[config.mk]
export PLATFORM = sky130hd
export DESIGN_NAME = nw_trace_reader
export DESIGN_NICKNAME = d
export VERILOG_FILES = /design/src/rtl/nw_pkg.sv /design/src/rtl/nw_step_decode.sv /design/src/rtl/nw_trace_reader.sv
export SDC_FILE = /design/constraint.sdc
export NUM_CORES = 1
export LEC_CHECK = 0
export CAP_MARGIN = 40
export CELL_PAD_IN_SITES_DETAIL_PLACEMENT = 0
export CELL_PAD_IN_SITES_GLOBAL_PLACEMENT = 1
export CORE_UTILIZATION = 41
export DETAILED_ROUTE_END_ITERATION = 10
export PLACE_DENSITY_LB_ADDON = 0.1
export SYNTH_ARGS = -nofsm -noshare
export SYNTH_HDL_FRONTEND = slang
export SYNTH_SLANG_ARGS = --single-unit
[constraint.sdc]
create_clock -name clk -period 9.4 [get_ports clk]
set_input_delay 1.88 -clock clk [delete_from_list [all_inputs] [get_ports clk]]
set_output_delay 1.88 -clock clk [all_outputs]
set_load 0.01 [all_outputs]
[src/rtl/nw_pkg.sv]
`default_nettype none
// ============================================================================
//  Module      : nw_pkg
//  Description : Shared encodings for the NW traceback reader: traceback
//                directions, step classes and reader FSM states.
//  Revision    : 1.0 - initial release
// ============================================================================
package nw_pkg;

    localparam logic [1:0] c_TOP_DIR    = 2'd1;
    localparam logic [1:0] c_LEFT_DIR   = 2'd2;
    localparam logic [1:0] c_CORNER_DIR = 2'd3;

    // Step classes reuse the direction codes of the grid that produced them.
    localparam logic [1:0] c_STEP_BAD  = 2'd0;
    localparam logic [1:0] c_STEP_UP   = c_TOP_DIR;
    localparam logic [1:0] c_STEP_LEFT = c_LEFT_DIR;
    localparam logic [1:0] c_STEP_DIAG = c_CORNER_DIR;

    localparam logic [2:0] c_ST_IDLE    = 3'd0;
    localparam logic [2:0] c_ST_RD_CUR  = 3'd1;
    localparam logic [2:0] c_ST_LAT_CUR = 3'd2;
    localparam logic [2:0] c_ST_RD_NXT  = 3'd3;
    localparam logic [2:0] c_ST_LAT_NXT = 3'd4;
    localparam logic [2:0] c_ST_EMIT    = 3'd5;
    localparam logic [2:0] c_ST_DONE    = 3'd6;
    localparam logic [2:0] c_ST_ERR     = 3'd7;

endpackage
`default_nettype wire

[src/rtl/nw_step_decode.sv]
`default_nettype none
// ============================================================================
//  Module      : nw_step_decode
//  Description : Classifies one traceback step {x,y} -> {x,y} as diagonal,
//                up, left or illegal.
//  Revision    : 1.0 - initial release
// ============================================================================
module nw_step_decode
    import nw_pkg::*;
#(
    parameter int CORD_LENGTH = 8
) (
    input  logic [2*CORD_LENGTH-1:0] i_cur,
    input  logic [2*CORD_LENGTH-1:0] i_nxt,
    output logic [1:0]               o_step
);

    logic [CORD_LENGTH:0] w_dx;
    logic [CORD_LENGTH:0] w_dy;

    // One extra bit so a coordinate that grows wraps to a large value.
    assign w_dx = {1'b0, i_cur[2*CORD_LENGTH-1:CORD_LENGTH]} - {1'b0, i_nxt[2*CORD_LENGTH-1:CORD_LENGTH]};
    assign w_dy = {1'b0, i_cur[CORD_LENGTH-1:0]} - {1'b0, i_nxt[CORD_LENGTH-1:0]};

    always_comb begin
        o_step = c_STEP_BAD;
        if (w_dx == (CORD_LENGTH+1)'(1) && w_dy == (CORD_LENGTH+1)'(1))
            o_step = c_STEP_DIAG;
        else if (w_dx == '0 && w_dy == (CORD_LENGTH+1)'(1))
            o_step = c_STEP_UP;
        else if (w_dx == (CORD_LENGTH+1)'(1) && w_dy == '0)
            o_step = c_STEP_LEFT;
    end

endmodule
`default_nettype wire

[src/rtl/nw_trace_reader.sv]
`default_nettype none
// ============================================================================
//  Module      : nw_trace_reader
//  Description : Walks the NW traceback path in trace memory and streams the
//                aligned columns (end of strings first) over valid/ready.
//  Revision    : 1.0 - initial release
// ============================================================================
module nw_trace_reader
    import nw_pkg::*;
#(
    parameter int LENGTH      = 10,
    parameter int CWIDTH      = 2,
    parameter int CORD_LENGTH = 8,
    parameter int MEM_SIZE    = 9,
    parameter int BYTE_SIZE   = 2*CORD_LENGTH
) (
    input  logic                     clk,
    input  logic                     reset,
    input  logic                     start,
    input  logic [LENGTH*CWIDTH-1:0] s1,
    input  logic [LENGTH*CWIDTH-1:0] s2,
    output logic                     ren,
    output logic [MEM_SIZE-1:0]      raddr,
    input  logic [BYTE_SIZE-1:0]     rdata,
    output logic                     out_valid,
    input  logic                     out_ready,
    output logic [CWIDTH-1:0]        out_c1,
    output logic [CWIDTH-1:0]        out_c2,
    output logic                     out_gap1,
    output logic                     out_gap2,
    output logic                     out_last,
    output logic                     busy,
    output logic                     done,
    output logic                     error
);

    localparam logic [BYTE_SIZE-1:0] c_FIRST_ENTRY = {CORD_LENGTH'(LENGTH-1), CORD_LENGTH'(LENGTH-1)};
    localparam logic [MEM_SIZE-1:0]  c_MAX_ADDR    = MEM_SIZE'(2*LENGTH-2);

    logic [2:0]           r_state;
    logic [2:0]           w_state_nxt;
    logic [BYTE_SIZE-1:0] r_cur;
    logic [BYTE_SIZE-1:0] r_nxt;
    logic [MEM_SIZE-1:0]  r_addr;
    logic                 r_error;
    logic [CWIDTH-1:0]    r_c1;
    logic [CWIDTH-1:0]    r_c2;
    logic                 r_gap1;
    logic                 r_gap2;
    logic                 r_last;
    logic [1:0]           w_step;

    nw_step_decode #(
        .CORD_LENGTH (CORD_LENGTH)
    ) u_step_decode (
        .i_cur  (r_cur),
        .i_nxt  (rdata),
        .o_step (w_step)
    );

    function automatic logic [CWIDTH-1:0] char_at(
        input logic [LENGTH*CWIDTH-1:0] s,
        input logic [CORD_LENGTH-1:0]   idx
    );
        char_at = '0;
        for (int j = 0; j < LENGTH; j++)
            if (idx == CORD_LENGTH'(j))
                char_at = s[(LENGTH-1-j)*CWIDTH +: CWIDTH];
    endfunction

    always_ff @(posedge clk or posedge reset) begin
        if (reset)
            r_state <= c_ST_IDLE;
        else
            r_state <= w_state_nxt;
    end

    always_comb begin
        w_state_nxt = r_state;
        ren         = 1'b0;
        out_valid   = 1'b0;
        busy        = 1'b1;
        done        = 1'b0;
        case (r_state)
            c_ST_IDLE: begin
                busy = 1'b0;
                if (start)
                    w_state_nxt = c_ST_RD_CUR;
            end
            c_ST_RD_CUR: begin
                ren         = 1'b1;
                w_state_nxt = c_ST_LAT_CUR;
            end
            c_ST_LAT_CUR: begin
                if (rdata != c_FIRST_ENTRY)
                    w_state_nxt = c_ST_ERR;
                else if (rdata == '0)
                    w_state_nxt = c_ST_EMIT;
                else
                    w_state_nxt = c_ST_RD_NXT;
            end
            c_ST_RD_NXT: begin
                ren         = 1'b1;
                w_state_nxt = c_ST_LAT_NXT;
            end
            c_ST_LAT_NXT: begin
                // r_addr is the index of the entry just read; the path may hold at most 2*LENGTH-1 entries.
                if (r_addr > c_MAX_ADDR || w_step == c_STEP_BAD)
                    w_state_nxt = c_ST_ERR;
                else
                    w_state_nxt = c_ST_EMIT;
            end
            c_ST_EMIT: begin
                out_valid = 1'b1;
                if (out_ready) begin
                    if (r_last)
                        w_state_nxt = c_ST_DONE;
                    else if (r_nxt == '0)
                        w_state_nxt = c_ST_EMIT;
                    else
                        w_state_nxt = c_ST_RD_NXT;
                end
            end
            c_ST_DONE: begin
                done        = 1'b1;
                w_state_nxt = c_ST_IDLE;
            end
            c_ST_ERR: begin
                w_state_nxt = c_ST_IDLE;
            end
            default: begin
                w_state_nxt = c_ST_IDLE;
            end
        endcase
    end

    always_ff @(posedge clk or posedge reset) begin
        if (reset) begin
            r_cur   <= '0;
            r_nxt   <= '0;
            r_addr  <= '0;
            r_error <= 1'b0;
            r_c1    <= '0;
            r_c2    <= '0;
            r_gap1  <= 1'b0;
            r_gap2  <= 1'b0;
            r_last  <= 1'b0;
        end else begin
            case (r_state)
                c_ST_IDLE: begin
                    if (start) begin
                        r_error <= 1'b0;
                        r_addr  <= '0;
                    end
                end
                c_ST_LAT_CUR: begin
                    r_cur <= rdata;
                    if (rdata == '0) begin
                        r_c1   <= char_at(s1, '0);
                        r_c2   <= char_at(s2, '0);
                        r_gap1 <= 1'b0;
                        r_gap2 <= 1'b0;
                        r_last <= 1'b1;
                    end else begin
                        r_addr <= r_addr + 1'b1;
                    end
                end
                c_ST_LAT_NXT: begin
                    r_nxt  <= rdata;
                    r_last <= 1'b0;
                    case (w_step)
                        c_STEP_DIAG: begin
                            r_c1   <= char_at(s1, r_cur[CORD_LENGTH-1:0]);
                            r_c2   <= char_at(s2, r_cur[BYTE_SIZE-1:CORD_LENGTH]);
                            r_gap1 <= 1'b0;
                            r_gap2 <= 1'b0;
                        end
                        c_STEP_UP: begin
                            r_c1   <= char_at(s1, r_cur[CORD_LENGTH-1:0]);
                            r_c2   <= '0;
                            r_gap1 <= 1'b0;
                            r_gap2 <= 1'b1;
                        end
                        c_STEP_LEFT: begin
                            r_c1   <= '0;
                            r_c2   <= char_at(s2, r_cur[BYTE_SIZE-1:CORD_LENGTH]);
                            r_gap1 <= 1'b1;
                            r_gap2 <= 1'b0;
                        end
                        default: begin
                        end
                    endcase
                end
                c_ST_EMIT: begin
                    if (out_ready && !r_last) begin
                        r_cur <= r_nxt;
                        if (r_nxt == '0) begin
                            r_c1   <= char_at(s1, '0);
                            r_c2   <= char_at(s2, '0);
                            r_gap1 <= 1'b0;
                            r_gap2 <= 1'b0;
                            r_last <= 1'b1;
                        end else begin
                            r_addr <= r_addr + 1'b1;
                        end
                    end
                end
                c_ST_ERR: begin
                    r_error <= 1'b1;
                end
                default: begin
                end
            endcase
        end
    end

    assign raddr    = r_addr;
    assign out_c1   = r_c1;
    assign out_c2   = r_c2;
    assign out_gap1 = r_gap1;
    assign out_gap2 = r_gap2;
    assign out_last = r_last;
    assign error    = r_error | (r_state == c_ST_ERR);

endmodule
`default_nettype wire

==> results of run 1 <==
power breakdown:
part	leakage [nW]	internal [W]	switching (W)
Combinational	1.34	0.000332	0.000374
Clock	0.0552	0.0000793	0.0000786
Sequential	0.658	0.000316	0.000125
Total	2.06	0.000727	0.000578
worst min-delay path by stage:
stage          depth (start not counted)  startpoint         to
4_1_cts                                2    r_cur[5]   r_cur[5]
5_1_grt                                2    r_nxt[2]   r_nxt[2]
3_5_place_dp                           2   r_cur[13]  r_cur[13]
2_1_floorplan                          2    r_cur[7]   r_cur[7]
6_report                               2    r_cur[5]   r_cur[5]
3_3_place_gp                           2    r_nxt[2]   r_nxt[2]
stage by stage:
step                utilization  instances
global placement          0.529        617
detailed placement        0.529        617
finish                    0.541        625
floorplan                     -        447
CTS                       0.541        625
global route              0.541        625
cells by family after synthesis:
family,Yosys count,synth area share
buffers and inverters,49,0.0503
AND/OR/NAND/NOR,174,0.241
flip-flops,52,0.342
adder cells (fa/ha/maj),20,0.0697
XOR/XNOR,4,0.00921
AO/OA/AOI/OAI,128,0.211
multiplexers,20,0.0770
layer usage:
metal,global-route usage,share of wire
met1,0.310,0.48
met3,0.0429,0.055
met5,0,0
met2,0.359,0.45
met4,0.0620,0.018
critical path, cell delays in order:
cell	delay, ns
clkdlybuf4s50_1	0.49
ha_1	0.31
fa_1	0.42
xor2_1	0.15
o2111ai_1	0.12
or4_1	0.40
a221o_1	0.30
nor4_4	0.27
nand4_4	0.22
a211oi_4	0.43
mux2_4	0.33
final cells by class:
cell class,count,area share
Clock inverter,2,0.00732
Sequential cell,52,0.272
Timing Repair Buffer,83,0.172
Multi-Input combinational cell,346,0.484
Clock buffer,6,0.0152
Tap cell,108,0.0282
Inverter,28,0.0220
placed cells by master (no fill, tap or decap), types with 3 or more instances in the layout:
master           instances
a211oi_1                 4
a21o_1                   3
a21oi_1                 26
a31oi_1                  3
and2_1                   3
and3_1                   8
buf_4                    3
clkbuf_8                 5
clkdlybuf4s50_1         80
dfrtp_1                 52
ha_1                    18
inv_1                   26
mux2_4                   3
mux2i_1                  9
mux4_2                   6
nand2_1                 55
nand2b_1                10
nand3_1                  6
nand4_1                  3
nor2_1                  35
nor2b_1                  9
nor3_1                  10
nor3b_1                  5
nor4_1                  10
o21a_1                   3
o21ai_0                 53
o21ai_1                  5
o31ai_1                  3
or4_1                    4
xor2_1                   4
cell usage after synthesis, types with 3 or more instances:
| master | number | area, um^2 |
|---|---|---|
| inv_1 | 27 | 101 |
| xor2_1 | 4 | 35.0 |
| a211oi_1 | 4 | 30.0 |
| o21ai_0 | 53 | 265 |
| nand3_1 | 6 | 30.0 |
| o31ai_1 | 3 | 22.5 |
| and3_1 | 8 | 50.1 |
| clkbuf_1 | 20 | 75.1 |
| nand2_1 | 55 | 206 |
| nand4_1 | 3 | 18.8 |
| dfrtp_1 | 52 | 1300 |
| nand2b_1 | 10 | 62.6 |
| nor3b_1 | 5 | 37.5 |
| o21a_1 | 3 | 22.5 |
| and2_1 | 3 | 18.8 |
| a31oi_1 | 3 | 18.8 |
| mux2i_1 | 9 | 90.1 |
| nor2_1 | 35 | 131 |
| or4_1 | 4 | 30.0 |
| a21oi_1 | 27 | 135 |
| ha_1 | 18 | 225 |
| nor4_1 | 10 | 62.6 |
| mux2_4 | 3 | 45.0 |
| mux4_2 | 6 | 135 |
| nor3_1 | 10 | 50.1 |
| nor2b_1 | 9 | 56.3 |
| a21o_1 | 3 | 22.5 |
| o21ai_1 | 5 | 25.0 |
state kept, by name, indices dropped and copies added (netlist names):
signal	count
raddr	9
out_gap1	1
out_c1	2
r_error	1
r_state	3
r_cur	16
out_c2	2
out_last	1
r_nxt	16
out_gap2	1
==> reports/metrics.csv, run 1 <==
stage,metric,value,unit
die,core_area,8850,um^2
sta,setup_slack,4.26,ns
grt,grt_pass1_wl,17200,um
sta,timing.fmax,195,MHz
sta,fin_setup_tns,0,ns
die,design.portCount,81,
die,die_h,98.3,um
logic_synthesis,synth_warnings,0,
placement,place_area,4680,um^2
logic_synthesis,synthDistinctLibCells,64,
worst_hold_path,hold_class,reg2reg,
flow_run,max_cap_violations,0,
sta,skew,0.0101,ns
sta,tightest_slew,0.694,ns
worst_setup_path,r2r_slack,5.66,ns
die,initial_utilization,0.430,
cts,htree_levels,2,
layout,multi_input_area,2310,um^2
die,row_count,34,
grt,grt_pass1_vias,3418,
logic_synthesis,ys_ff_latch,52,
worst_setup_path,cp_max_fo,10,
cts,cts_tree,built,
layout,fillers,829,
cts,cts_resized,0,
grt,antenna_found_initial,0,
logic_synthesis,syn_inst,447,
cts,cts-root-buf,clkbuf_8,
cts,hold_buffers,0,
layout,nNetsFinal,596,
layout,antennaDiodeCount,0,
worst_setup_path,cp-endpoint,out_c2[1],
grt,grt_max_degree,53,
route,first_pass_iters,7,
power_and_ir_drop,powerDensity,273,nW/um^2
grt,track_usage,0.224,
layout,syn_to_final_growth,25.9,%
logic_synthesis,postSynthAreaPerCell,8.51,um^2
sta,hold_viol_final,0,
sta,period_share,0.546,
logic_synthesis,seq_area_frac_synth,0.342,
route,ant_nets,0,
route,routed_wirelength,10600,um
route,remaining_drc_errors,7,
die,die_x,98.3,um
logic_synthesis,synth_edf_count,0,
layout,layout-drive-gt1-share,0.0696,
worst_setup_path,arrival,5.34,ns
status,violations,DRC,
grt,grt_overflow,0,
worst_setup_path,critPathRequiredTime,9.60,ns
cts,clockBufferDepth,2,
placement,place_worst_setup_slack,3.93,ns
cts,clk_pin_slew,0.10,ns
status,outcome,"finished, violations left",
placement,gp_congestion,0.915,
power_and_ir_drop,design_power_total,0.00130,W
sta,period_needed,5.14,ns
sta,rsz0062_at_grt,false,
worst_setup_path,cp-start-kind,input port,
route,avgRoutedWirePerCell,16.9,um
route,via_count,3552,
route,drt_iter0_drc,205,
power_and_ir_drop,p_leak,2.06,nW
worst_setup_path,worstSetupEndpointType,register,
worst_setup_path,startpoint,rdata[0],
placement,port-buffer-count,80,
worst_setup_path,r2r_cells,11,
sta,maxSlewHeadroom,0.537,
placement,dp.final_hpwl,7980,um
logic_synthesis,synthesis.nets,527,
worst_setup_path,critPathKind,in2reg,
worst_setup_path,rr_endpoint,out_c2[1],
sta,hold_ws,0.520,ns
logic_synthesis,ys.flop_type,dfrtp_1,
worst_setup_path,reg2reg_from,r_cur[0],
logic_synthesis,synth_area,3800,um^2
cts,clk_latency,0.31,ns
die,dieArea,9670,um^2
cts,cts_setup_buffers,0,
sta,drv_slew,0,
cts,numClockSinks,52,
sta,finalSetupViolCount,0,
cts,cts_inserted_buffers,5,
logic_synthesis,async_flop_share,1.00,
route,via_per_inst,5.68,
power_and_ir_drop,max-vdd-ir-drop,110,uV
layout,postLayoutCellArea,4790,um^2
layout,regArea,1300,um^2
Note: power is estimated with default switching activity, not from simulation.
==> inputs of run 2 (changes only) <==
- CORE_UTILIZATION: 41 -> 38
- clock period: 9.4 -> 5.2 ns (I/O delays scaled with it)
==> reports/metrics.csv, run 2 (same netlist as run 1, synthesis figures left out) <==
stage,metric,value,unit,change
layout,nNetsFinal,596,,unchanged
sta,timing.fmax,230,MHz,
worst_hold_path,hold_start,r_cur[7],,was r_cur[5]
worst_setup_path,critPathKind,in2reg,,unchanged
worst_setup_path,cp_max_fo,10,,unchanged
power_and_ir_drop,p_leak,2.06,nW,unchanged
worst_setup_path,arrival,4.54,ns,was 5.34 ns
route,remaining_drc_errors,0,,was 7
layout,final_cell_mix,"clkdlybuf4s50_1 (80), nand2_1 (55), o21ai_0 (53), dfrtp_1 (52), nor2_1 (35)",,unchanged
sta,tightest_slew,0.711,ns,was 0.694 ns
route,via_count,3484,,was 3552
route,first_pass_iters,4,,was 7
layout,syn_to_final_growth,26.7,%,was 25.9%
worst_setup_path,cp-start-kind,input port,,unchanged
worst_hold_path,holdPathStages,2,,unchanged
sta,finalSetupViolCount,0,,unchanged
worst_setup_path,r2r_cells,11,,unchanged
sta,skew,0.0126,ns,was 0.0101 ns
grt,grt_pass1_vias,3379,,was 3418
cts,clockBufferDepth,2,,unchanged
placement,dp.final_hpwl,7840,um,was 7980 um
layout,fillers,981,,was 829
sta,period_share,0.836,,
die,die_x,102,um,was 98.3 um
layout,final_common_cell,clkdlybuf4s50_1,,unchanged
cts,cts_setup_buffers,0,,unchanged
status,outcome,"finished, final reports clean",,"was finished, violations left"
die,design.portCount,81,,unchanged
placement,gp_congestion,0.847,,was 0.915
placement,port-buffer-count,80,,unchanged
route,routed_wirelength,10500,um,was 10600 um
cts,clk_latency,0.31,ns,about the same
grt,grt_pass1_wl,16900,um,was 17200 um
grt,track_usage,0.210,,was 0.224
route,via_per_inst,5.36,,was 5.68
layout,antennaDiodeCount,0,,unchanged
power_and_ir_drop,max-vdd-ir-drop,196,uV,was 110 uV
power_and_ir_drop,powerDensity,489,nW/um^2,was 273 nW/um^2
route,ant_nets,0,,unchanged
cts,clk_pin_slew,0.09,ns,was 0.10 ns
worst_setup_path,r2r_slack,1.46,ns,was 5.66 ns
cts,htree_levels,2,,unchanged
worst_hold_path,hold_class,reg2reg,,unchanged
cts,numClockSinks,52,,unchanged
sta,rsz0062_at_grt,false,,unchanged
worst_setup_path,rr_endpoint,out_c2[1],,unchanged
route,drt_iter0_drc,158,,was 205
layout,postLayoutCellArea,4820,um^2,was 4790 um^2
sta,drv_slew,0,,unchanged
die,row_count,36,,was 34
sta,maxSlewHeadroom,0.521,,was 0.537
worst_setup_path,critPathRequiredTime,5.40,ns,was 9.60 ns
layout,layout-drive-gt1-share,0.0696,,unchanged
grt,antenna_found_initial,0,,unchanged
cts,cts_inserted_buffers,5,,unchanged
worst_hold_path,whs_endpoint,r_cur[7],,was r_cur[5]
sta,hold_viol_final,0,,unchanged
route,avgRoutedWirePerCell,16.1,um,was 16.9 um
die,core_area,9730,um^2,was 8850 um^2
worst_setup_path,reg2reg_from,r_cur[0],,unchanged
grt,grt_max_degree,53,,unchanged
sta,hold_ws,0.513,ns,was 0.520 ns
die,die_h,102,um,was 98.3 um
cts,hold_buffers,0,,unchanged
worst_setup_path,worstSetupEndpointType,register,,unchanged
sta,fin_setup_tns,0,ns,unchanged
sta,period_needed,4.34,ns,
cts,cts-root-buf,clkbuf_8,,unchanged
die,dieArea,10400,um^2,was 9670 um^2
flow_run,max_cap_violations,0,,unchanged
cts,cts_resized,0,,unchanged
cts,cts_tree,built,,unchanged
die,initial_utilization,0.391,,was 0.430
placement,place_area,4710,um^2,was 4680 um^2
grt,grt_overflow,0,,unchanged
## run 2: cell counts in the layout (fill, tap and decap cells not counted)
No cell type changed its count.
## run 2: worst max path at each step
stage                        start        end
after CTS                 rdata[0]  out_c2[1]
after floorplan           rdata[0]  out_c1[0]
after global routing      rdata[0]  out_c2[1]
after detailed placement  rdata[0]  out_c2[1]
final                     rdata[0]  out_c2[1]
after global placement    rdata[0]  out_c2[0]
## run 2: report_power, final
part | switching [W] | leakage (nW) | internal (W)
sequential | 0.000223 | 0.658 | 0.000571
clock | 0.000141 | 0.0552 | 0.000143
combinational | 0.000676 | 1.34 | 0.000600
## run 2: worst max-delay path, stage by stage
cell	delay, ns
clkdlybuf4s50_1	0.51
ha_1	0.31
fa_1	0.42
xor2_1	0.14
o2111ai_1	0.13
or4_1	0.41
a221o_1	0.31
nor4_4	0.27
nand4_4	0.22
a211oi_4	0.43
mux2_4	0.33
## run 2: layout make-up
cell class                      instances  area (um^2)  share of cell area
Multi-Input combinational cell        346         2310               0.480
Sequential cell                        52         1300               0.270
Timing Repair Buffer                   83          823               0.171
Tap cell                              133          166              0.0345
Inverter                               28          105              0.0218
Clock buffer                            6         72.6              0.0151
Clock inverter                          2         35.0             0.00727
## run 2: stage by stage
step / instances / util / total power, W / setup slack, ns
after global routing: 650 / 0.495 / 0.00258 / 0.681
final: 650 / 0.495 / 0.00236 / 0.855
after global placement: 642 / 0.484 / 0.00206 / 0.623
after floorplan: 447 / - / 0.00168 / 1.33
after CTS: 650 / 0.495 / 0.00237 / 0.868
after detailed placement: 642 / 0.484 / 0.00208 / 0.551
## run 2: per-layer routing
layer  share of wire  GRT usage  vias up  wire length (um)
met5               0          0        -                 0
met1            0.48      0.295     1641              5010
met4           0.028     0.0802        0               298
met2            0.46      0.332       68              4780
met3           0.035     0.0253       21               369
li1                -          -     1754                 -
